<file path="config.mk">
export PLATFORM = sky130hd
export DESIGN_NAME = as_fifo_flat
export DESIGN_NICKNAME = d
export VERILOG_FILES = /design/src/rtl/fifo_pkg.sv /design/src/rtl/fifo_if.sv /design/src/rtl/fifo_mem.sv /design/src/rtl/as_fifo.sv /design/src/flat_wrapper.sv
export SDC_FILE = /design/constraint.sdc
export NUM_CORES = 1
export LEC_CHECK = 0
export CELL_PAD_IN_SITES_DETAIL_PLACEMENT = 0
export CELL_PAD_IN_SITES_GLOBAL_PLACEMENT = 1
export CORE_MARGIN = 2
export CORE_UTILIZATION = 25
export CTS_CLUSTER_SIZE = 14
export DETAILED_ROUTE_END_ITERATION = 8
export PLACE_DENSITY = 0.44
export SLEW_MARGIN = 20
export SYNTH_ARGS = -nofsm -noshare
export SYNTH_HDL_FRONTEND = slang
export SYNTH_SLANG_ARGS = --single-unit
</file>
<file path="constraint.sdc">
create_clock -name clk -period 3.15 [get_ports clk]
set_input_delay 0.63 -clock clk [delete_from_list [all_inputs] [get_ports clk]]
set_output_delay 0.63 -clock clk [all_outputs]
set_load 0.02 [all_outputs]
</file>
<file path="src/rtl/fifo_pkg.sv">
`default_nettype none
// ------------------------------------------------------------------
// fifo_pkg : shared sizes and types for the as_fifo block.  Rev 1.0
// ------------------------------------------------------------------
package fifo_pkg;
    localparam int DATA_WIDTH = 8;
    localparam int DEPTH      = 16;
    localparam int ADDR_WIDTH = $clog2(DEPTH);

    typedef logic [DATA_WIDTH-1:0] data_t;
    typedef logic [ADDR_WIDTH:0]   ptr_t;
    typedef logic [ADDR_WIDTH-1:0] addr_t;
endpackage
`default_nettype wire

</file>
<file path="src/rtl/fifo_if.sv">
`default_nettype none
// ------------------------------------------------------------------
// fifo_if : producer/consumer bundle for as_fifo (level when FIFO_LEVEL_EN). Rev 1.0
// ------------------------------------------------------------------
interface fifo_if;
    import fifo_pkg::*;

    logic  we;
    logic  re;
    data_t data_in;
    data_t data_out;
    logic  full;
    logic  empty;
`ifdef FIFO_LEVEL_EN
    ptr_t  level;
`endif

    modport master (
        output we, re, data_in,
        input  data_out, full, empty
`ifdef FIFO_LEVEL_EN
        , input level
`endif
    );

    modport slave (
        input  we, re, data_in,
        output data_out, full, empty
`ifdef FIFO_LEVEL_EN
        , output level
`endif
    );
endinterface
`default_nettype wire

</file>
<file path="src/rtl/fifo_mem.sv">
`default_nettype none
// ------------------------------------------------------------------
// fifo_mem : simple dual-port register array with registered read. Rev 1.0
// ------------------------------------------------------------------
module fifo_mem
    import fifo_pkg::*;
#(
    parameter int MEM_DATA_WIDTH = DATA_WIDTH,
    parameter int MEM_ADDR_WIDTH = ADDR_WIDTH
) (
    input  wire logic                      clk,
    input  wire logic                      rst,
    input  wire logic                      wen_i,
    input  wire logic [MEM_ADDR_WIDTH-1:0] waddr_i,
    input  wire logic [MEM_DATA_WIDTH-1:0] wdata_i,
    input  wire logic                      ren_i,
    input  wire logic [MEM_ADDR_WIDTH-1:0] raddr_i,
    output logic      [MEM_DATA_WIDTH-1:0] rdata_o
);
    logic [MEM_DATA_WIDTH-1:0] mem_q [2**MEM_ADDR_WIDTH];
    logic [MEM_DATA_WIDTH-1:0] rdata_q;

    always_ff @(posedge clk) begin
        if (wen_i) begin
            mem_q[waddr_i] <= wdata_i;
        end
    end

    // Only the output register is reset; the array keeps stale contents.
    always_ff @(posedge clk or posedge rst) begin
        if (rst) begin
            rdata_q <= '0;
        end else if (ren_i) begin
            rdata_q <= mem_q[raddr_i];
        end
    end

    assign rdata_o = rdata_q;
endmodule
`default_nettype wire

</file>
<file path="src/rtl/as_fifo.sv">
`default_nettype none
// ------------------------------------------------------------------
// as_fifo : 16x8 synchronous FIFO; optional level output via FIFO_LEVEL_EN. Rev 1.0
// ------------------------------------------------------------------
module as_fifo
    import fifo_pkg::*;
(
    input  wire logic clk,
    input  wire logic rst,
    fifo_if.slave     bus
);
    ptr_t wptr_q, wptr_d;
    ptr_t rptr_q, rptr_d;
    logic wr_ok;
    logic rd_ok;

    // Same address with opposite wrap bits means the writer is a full lap ahead.
    assign bus.empty = (wptr_q == rptr_q);
    assign bus.full  = (wptr_q[ADDR_WIDTH-1:0] == rptr_q[ADDR_WIDTH-1:0]) &&
                       (wptr_q[ADDR_WIDTH] != rptr_q[ADDR_WIDTH]);

    assign wr_ok = bus.we & ~bus.full;
    assign rd_ok = bus.re & ~bus.empty;

    always_comb begin
        wptr_d = wptr_q;
        rptr_d = rptr_q;
        if (wr_ok) begin
            wptr_d = wptr_q + ptr_t'(1);
        end
        if (rd_ok) begin
            rptr_d = rptr_q + ptr_t'(1);
        end
    end

    always_ff @(posedge clk or posedge rst) begin
        if (rst) begin
            wptr_q <= '0;
            rptr_q <= '0;
        end else begin
            wptr_q <= wptr_d;
            rptr_q <= rptr_d;
        end
    end

`ifdef FIFO_LEVEL_EN
    assign bus.level = wptr_q - rptr_q;
`endif

    fifo_mem #(
        .MEM_DATA_WIDTH (DATA_WIDTH),
        .MEM_ADDR_WIDTH (ADDR_WIDTH)
    ) u_mem (
        .clk     (clk),
        .rst     (rst),
        .wen_i   (wr_ok),
        .waddr_i (wptr_q[ADDR_WIDTH-1:0]),
        .wdata_i (bus.data_in),
        .ren_i   (rd_ok),
        .raddr_i (rptr_q[ADDR_WIDTH-1:0]),
        .rdata_o (bus.data_out)
    );
endmodule
`default_nettype wire

</file>
<file path="src/flat_wrapper.sv">
// flat-port wrapper written by rule: the top's interface ports become plain ports
module as_fifo_flat import fifo_pkg::*;
  (clk, rst, bus_we, bus_re, bus_data_in, bus_data_out, bus_full, bus_empty);
  fifo_if bus_i ();
  input  wire logic clk;
  input  wire logic rst;
  input wire logic [$bits(bus_i.we)-1:0] bus_we;
  input wire logic [$bits(bus_i.re)-1:0] bus_re;
  input wire logic [$bits(bus_i.data_in)-1:0] bus_data_in;
  output wire logic [$bits(bus_i.data_out)-1:0] bus_data_out;
  output wire logic [$bits(bus_i.full)-1:0] bus_full;
  output wire logic [$bits(bus_i.empty)-1:0] bus_empty;
  assign bus_i.we = bus_we;
  assign bus_i.re = bus_re;
  assign bus_i.data_in = bus_data_in;
  assign bus_data_out = bus_i.data_out;
  assign bus_full = bus_i.full;
  assign bus_empty = bus_i.empty;
  as_fifo u_core (.clk(clk), .rst(rst), .bus(bus_i));
endmodule
</file>
### After elaboration in Yosys (flattened, before gate mapping)

Memory sizes are Yosys's and may differ from the RTL's. A register that Yosys moved wholly into a read port is not among the register bits.
Cells that the tools add are included.
Widths: inputs -> output; s select.

| word-level totals | value |
|---|---|
| bits in registers | 10 |
| bits in writable memories | 128 |
| bits of input ports | 12 |
| output and inout port bits | 10 |
| word-level logic and storage cells | 15 |
| memories | 1 |

Memory list:

| memory | words | bits a word | read ports | clocked after Yosys merged registers in | wr ports | RTL line | text |
|---|---|---|---|---|---|---|---|
| u_core.u_mem.mem_q | 16 | 8 | 1 | 1 | 1 | fifo_mem.sv:20 | `logic [MEM_DATA_WIDTH-1:0] mem_q [2**MEM_ADDR_WIDTH];` |

| operators by class | value |
|---|---|
| add/sub/neg operators | 2 |
| eq/ne operators | 3 |
| muxes and demuxes | 2 |
| bitwise operators | 4 |
| reduce and logical (&&, ||, !) cells | 1 |

Operators by type and width:

| kind | number |
|---|---|
| $add 5x1->5 const B | 2 |
| $eq 5x5->1 | 1 |
| $eq 4x4->1 | 1 |
| $and 1x1->1 | 2 |
| $mux 1 | 2 |
| $not 1->1 | 2 |
| $logic_and 1x1->1 | 1 |
| $ne 1x1->1 | 1 |

### Logic depth before layout (Yosys ltp)

| depth | value |
|---|---|
| word-level depth | 6 |
| gate-level depth with buffers | 7 |
| mapped depth without buffers | 4 |

### Cells and area by module

A second synthesis with hierarchy kept.

| second synthesis, totals | value |
|---|---|
| cell total of the unflattened synthesis | 287 |
| area total of the unflattened synthesis | 5,933.2 sq um |

By module, submodules not included:

| module | times used | cells an instance | area an instance (sq um) | sequential area each (sq um) |
|---|---|---|---|---|
| fifo_mem | 1 | 241 | 5,335.1 | 4,043.9 |
| as_fifo | 1 | 46 | 598.1 | 250.2 |

### Worst setup path before layout

OpenSTA, ideal clock, no wires.

| timing | value |
|---|---|
| path type | flip-flop to flip-flop |
| start point | register u_core.rptr_q[1] |
| end point | memory u_core.u_mem.mem_q[3][0] (netlist bit), enable pin |
| setup time | 383 ps |
| arrival time | 1,836 ps |
| required time | 2,767 ps |
| slack | 930 ps |
| cell stages (with the launch flop) | 7 |
| path buffers | 2 |
| clock period less this slack | 2,220 ps |
| cells stage by stage | dfrtp_1 > buf_6 > buf_4 > xnor2_1 > nand4_2 > o211ai_1 > nor3_1 |

| between the ends | value |
|---|---|
| cells in the longest elaborated chain, start to end | 6 |

RTL lines:

| item | RTL line | text |
|---|---|---|
| start, declared | as_fifo.sv:13 | `ptr_t rptr_q, rptr_d;` |
| start signal, assigned | as_fifo.sv:42 | `rptr_q <= rptr_d;` |
| $eq 4x4->1 | as_fifo.sv:19 | `assign bus.full = (wptr_q[ADDR_WIDTH-1:0] == rptr_q[ADDR_WIDTH-1:0]) &&` |
| $logic_and 1x1->1 | as_fifo.sv:19 |  |
| $not 1->1 | as_fifo.sv:22 | `assign wr_ok = bus.we & ~bus.full;` |
| $and 1x1->1 | as_fifo.sv:22 |  |
| $mux 1 | fifo_mem.sv:24 | `if (wen_i) begin` |
| $mux 1 (implied by the code) | fifo_mem.sv:25 | `mem_q[waddr_i] <= wdata_i;` |
| end, declared | fifo_mem.sv:20 |  |

Every way passes these cells.

### Worst setup path after layout

| timing | value |
|---|---|
| start point | register u_core.wptr_q[1] |
| end point | output port bus_empty |

| between the ends | value |
|---|---|
| cells in the longest elaborated chain, start to end | 1 |

RTL lines:

| item | RTL line | text |
|---|---|---|
| start, declared | as_fifo.sv:12 | `ptr_t wptr_q, wptr_d;` |
| start signal, assigned | as_fifo.sv:41 | `wptr_q <= wptr_d;` |
| $eq 5x5->1 | as_fifo.sv:18 | `assign bus.empty = (wptr_q == rptr_q);` |
| end, declared | flat_wrapper.sv:12 | `output wire logic [$bits(bus_i.empty)-1:0] bus_empty;` |

Every way passes these cells.

==> metrics.yaml <==
die_h_um: 158.4
rrSetupSlack_ns: 0.67
setup_tns_ns: 0
die-width_um: 158.4
track_usage_pct: 11.74
endpoint_kind: "output port"
rr_worst_depth: 5
area_delta_synth_final_pct: 18.89
clkTransAtPathRegs_ns: 0.06
ys_types: 28
max_freq_ghz: 0.3456
via_per_inst: 4.337
fill_cells: 2307
crit_chain: "xnor2_1 -> nand4_2 -> nor2_1 -> clkdlybuf4s50_1"
worst_slew_pin_slew_ns: 0.8222
met2_length_mm: 6.648
hold-path-cell-count: 1
ctsHoldBuffers: 0
period_share_pct: 91.85
cts_buffers: 17
vias: 2884
start_kind: "flip-flop"
num_rows: 56
drcViolationCount: 0
dp.cells: 634
relSlewSlack_pct: 45.13
grt_pass1_vias: 3136
slowest_delay_ns: 0.62
drt_iter0_markers: 160
portBuffers: 21
worstSetupPathType: "reg2out"
routabilityCongestion: 0.7096
drv_cap: 0
timing.rr.start: "u_core.rptr_q[1]"
grt-ovfl-total: 0
dr.pass1.iters: 4
cp.required_ns: 2.52
cts_tree: "built"
vdd_ir_drop_max_v: 0.0003414
highest_layer: "met4"
netlist.area_leader.share_pct: 64.48
antenna_found_initial: 0
final_area_um2: 7087
skew_ns: 0.009917
place_ws_ns: 0.5088
synth_area_um2: 5961
met1Wirelength_mm: 6.595
rr_endpoint: "u_core.u_mem.rdata_o[3]"
synth_nets: 319
final_max_slew_viol_count: 0
ctsResizeCount: 0
ant_nets: 0
post_cts_buffers: 0
yosysTopAreaCell: "edfxtp_1"
wire_per_inst_um: 20.62
clock_path_buffers: 2
slowest_stage: "clkdlybuf4s50_1"
synthTopCellsByArea: "edfxtp_1, dfrtp_1, mux4_1, mux4_2, mux2_2"
place_area_um2: 6545
fin_ws_ns: 0.2566
fin_nets: 351
p_per_area_nw_per_um2: 924.6
min-delay-start: "u_core.u_mem.rdata_o[1]"
finalPower_mw: 6.552
initial_core_util_pct: 25.39
pin_count: 22
avgSynthCellArea_um2: 19.74
worstHoldPathType: "reg2reg"
period_needed_ns: 2.893
worstPathArrival_ns: 2.26
grt_pass1_wl_mm: 20.43
fin_cells: 665
synth_seq_cells: 146
design.core.area_um2: 23470
worstSkewPairLatency_ns: 0.42
routed-wl-met3_um: 303
area.sequential_um2: 4295
ys_seq_area_share_pct: 72.04
multi_input_area_um2: 1565
async_flop_share_pct: 12.33
outcome: "complete, no violations"
crit_fanout: 10
yosys_warnings: 0
dieArea_um2: 25090
final_cell_mix: "edfxtp_1, clkdlybuf4s50_1, mux2_2"
synth_edf_count: 128
rsz0062_at_grt: "false"
dp_hpwl_mm: 8.732
cts_root_buf: "clkbuf_16"
layout-drive-gt1-share_pct: 19.65
grt_max_degree: 44
p_leak_nw: 2.411
final_common_cell: "edfxtp_1"
num_antenna_cells: 0
clock_sinks: 146
routed_wirelength_mm: 13.72
synthCells: 302
htreeDepth: 4
synthFlopType: "edfxtp_1"
hold_violations: 0
min_to: "u_core.u_mem.rdata_o[1]"
setup_viol: 0
## area by class of cell
class                   count  area share [%]
clock buffers              18           6.056
multi-input cells         136           22.09
flip-flops and latches    146           60.61
well taps                 319           5.632
clock inverters            13           1.589
inverters                   4          0.2119
repair buffers             29           3.814
## cell families after synthesis
| logic type | count (synthesis) | share of synthesized area (%) |
|---|---|---|
| flops | 146 | 72.04 |
| mux | 58 | 16.04 |
| simple gates | 35 | 3.589 |
| fa+ha+maj | 5 | 1.050 |
| compound gates | 24 | 3.527 |
| buf+inv | 20 | 1.700 |
| xor+xnor | 14 | 2.057 |
## synthesized netlist by cell type (2+ instances only)
library cell,count
dfrtp_1,18
o211ai_1,5
mux2i_1,16
nand2b_1,8
nor2b_1,5
edfxtp_1,128
ha_1,5
mux2_2,18
a221oi_1,8
clkbuf_1,3
a22o_1,8
buf_6,2
and3_1,15
mux4_1,14
buf_1,4
inv_1,4
mux4_2,10
xnor2_1,13
buf_2,6
nor2_1,4
## routing by layer
metal	vias up	global-route usage (%)
met3	10	2.776
met4	0	3.861
met2	33	18.92
li1	1295	-
met1	1546	15.63
met5	-	0
## how the worst max path moves through the flow
stage                                           end  slack, ns        startpoint
after floorplan            u_core.u_mem.mem_q[3][0]       0.93  u_core.rptr_q[1]
after global placement    u_core.u_mem.mem_q[13][6]       0.50            bus_we
after detailed placement  u_core.u_mem.mem_q[13][6]       0.51            bus_we
after CTS                                 bus_empty       0.26  u_core.wptr_q[1]
after global routing                       bus_full       0.14  u_core.wptr_q[3]
final                                     bus_empty       0.26  u_core.wptr_q[1]
## stage by stage
stage	hold slack, ns	utilization, %
3_3_place_gp	0.4936	27.88
5_1_grt	0.5365	30.19
3_5_place_dp	0.5065	27.88
6_report	0.5098	30.19
2_1_floorplan	0.5022	-
4_1_cts	0.5165	30.19
## sequential cells by signal, indices dropped and copies added, names as in the netlist
signal and count:
u_core.rptr_q 5, u_core.u_mem.rdata_o 8, u_core.wptr_q 5, u_core.u_mem.mem_q 128
## critical path, delay by kind of cell, from the launching register on
kind | cells | cell delay, ns
AND/OR/NAND/NOR | 2 | 0.50
XOR/XNOR | 1 | 0.28
buffers and inverters | 1 | 0.62
flip-flops | 1 | 0.45
## where the power goes
group	leakage [nW]	internal, mW	switching [mW]
Combinational	0.783	0.968	1.15
Clock	0.264	1.08	0.794
Sequential	1.36	2.41	0.156
Total	2.41	4.46	2.10
Note: power is estimated with default switching activity, not from simulation.
==> variant, RTL diff (same flow settings) <==
Change the package constant `DATA_WIDTH` from 8 to 9.
--- a/src/rtl/fifo_pkg.sv
+++ b/src/rtl/fifo_pkg.sv
@@ -3,7 +3,7 @@
 // fifo_pkg : shared sizes and types for the as_fifo block.  Rev 1.0
 // ------------------------------------------------------------------
 package fifo_pkg;
-    localparam int DATA_WIDTH = 8;
+    localparam int DATA_WIDTH = 9;
     localparam int DEPTH      = 16;
     localparam int ADDR_WIDTH = $clog2(DEPTH);
 
Ports: changed (resized bus_data_in and bus_data_out); port bits go from 22 to 24. No check against the original RTL was run, so the function may have changed too.
==> variant against the original RTL <==
Synthesized area is 10% higher; sequential power increased by 11%; fmax decreased by 3.1%; combinational power grew 12%; routed wire length rose by 16%; sequential share of layout area rose by 1.3 points; worst setup slack got worse by 0.091 ns; sequential cell count up 17; power increased by 11%; design area rose by 9.4%; first-iteration DRC count increased by 34%; critical endpoint unchanged; largest cell class unchanged; largest power group unchanged; highest routed layer unchanged.
==> variant: results (changes against the original RTL) <==
| Metric | Value |
|---|---|
| Status | completed (unchanged) |
| Syn nets | 361 (was 319) |
| Largest net degree at the start of global routing | 58 (was 44) |
| First-pass GRT wire length | 23,400 um (was 20,400 um) |
| FILL cells | 2,568 (was 2,307) |
| Final Hold Slack | 0.504 ns (was 0.510 ns) |
| Gr usage total | 12.0% (was 11.7%) |
| DP HPWL | 10,200 um (was 8730 um) |
| Hold worst-path end | u_core.u_mem.rdata_o[2] (was u_core.u_mem.rdata_o[1]) |
| Top cells by count, synth | edfxtp_1, mux2i_1, mux2_2 (was edfxtp_1, dfrtp_1, mux2_2) |
| Metal2 WL | 7030 um (was 6650 um) |
| Compound-Gate Fraction of Synth Area | 4.34% (was 3.53%) |
| Drt total wl | 15,900 um (was 13,700 um) |
| Leak | 2.63 nW (was 2.41 nW) |
| Met1 usage | 17.3% (was 15.6%) |
| Synth cell types | 29 (was 28) |
| Post-synth EDFFs | 144 (was 128) |
| First-iteration detailed-routing DRC count | 215 (was 160) |
| M2 GR Usage | 17.6% (was 18.9%) |
| Share of cells above drive strength 1 | 17.4% (was 19.7%) |
| Input/output buffers | 23 (was 21) |
| Hold_sp | u_core.u_mem.rdata_o[2] (was u_core.u_mem.rdata_o[1]) |
| R2R setup slack | 0.57 ns (was 0.67 ns) |
| Critical Path AT | 2.35 ns (was 2.26 ns) |
| Mux cell area share after synthesis | 15.4% (was 16.0%) |
| Synth top area cells | edfxtp_1, dfrtp_1, mux2i_1 (was edfxtp_1, dfrtp_1, mux4_1) |
| Met1 Wirelength | 7940 um (was 6600 um) |
| Max reg flops | 144 (was 128) |
| XOR/XNOR share of the synthesized area | 1.86% (was 2.06%) |
| Asr flop ratio synth | 11.7% (was 12.3%) |
| Critical path launch point | u_core.wptr_q[2] (was u_core.wptr_q[1]) |
| Max-slew headroom at the worst pin | 34.4% (was 45.1%) |
| Placer congestion estimate | 0.742 (was 0.710) |
| CP max stage delay | 0.67 ns (was 0.62 ns) |
| Nets | 392 (was 351) |
| Maximum fanout along the worst path | 8 (was 10) |
| Met3 WL | 644 um (was 303 um) |
| Reg2reg start | u_core.rptr_q[2] (was u_core.rptr_q[1]) |
| Placed Cells incl. Taps | 690 (was 634) |
| Worst VDD drop | 414 uV (was 341 uV) |
## variant: cell types whose count changed in the layout (fill, tap and decap cells not counted), moves of 3 or more
cell and delta:
a22oi_1 +9, clkinv_2 -3, edfxtp_1 +16, mux2i_1 +20, mux4_1 -8, nand2b_1 -8
## variant: worst max path at each step
stage,endpoint,slack (ns),cells after the start
6_report,bus_empty,0.17,4
5_1_grt,bus_full,0.05,5
4_1_cts,bus_full,0.14,5
3_5_place_dp,u_core.u_mem.rdata_o[8],0.54,5
3_3_place_gp,u_core.u_mem.rdata_o[1],0.53,5
2_1_floorplan,u_core.u_mem.mem_q[3][0],0.90,6
## variant: cells by family (layout without fill, tap and decap cells)
| kind of cell | Yosys count | count (layout) |
|---|---|---|
| compound gates | 35 | 35 |
| xor+xnor | 14 | 14 |
| fa+ha+maj | 5 | 5 |
| buf+inv | 24 | 66 |
| flops | 163 | 163 |
| mux | 74 | 74 |
| other cells | 0 | 1 |
| simple gates | 28 | 28 |
## variant: cell type report
class	count	area, sq um	area share, %
flip-flops and latches	163	4800	61.9
multi-input cells	156	1650	21.2
clock buffers	20	437	5.63
well taps	335	419	5.40
repair buffers	32	298	3.84
clock inverters	10	135	1.74
inverters	4	15.0	0.194
diodes	1	2.50	0.0323
## variant: power by group through the flow
stage / Sequential (W) / Clock (W) / Combinational [W]
detailed placement: 0.00289 / 0 / 0.00244
global placement: 0.00288 / 0 / 0.00244
floorplan: 0.00290 / 0 / 0.00159
finish: 0.00284 / 0.00205 / 0.00238
global route: 0.00287 / 0.00219 / 0.00259
CTS: 0.00284 / 0.00210 / 0.00245
## variant: worst register-to-register path, stage by stage (launching register included)
cell and delay (ns):
dfrtp_2 0.37, buf_4 0.75, mux4_2 0.48, mux2_2 0.34
a22o_1 0.26, mux2_2 0.26
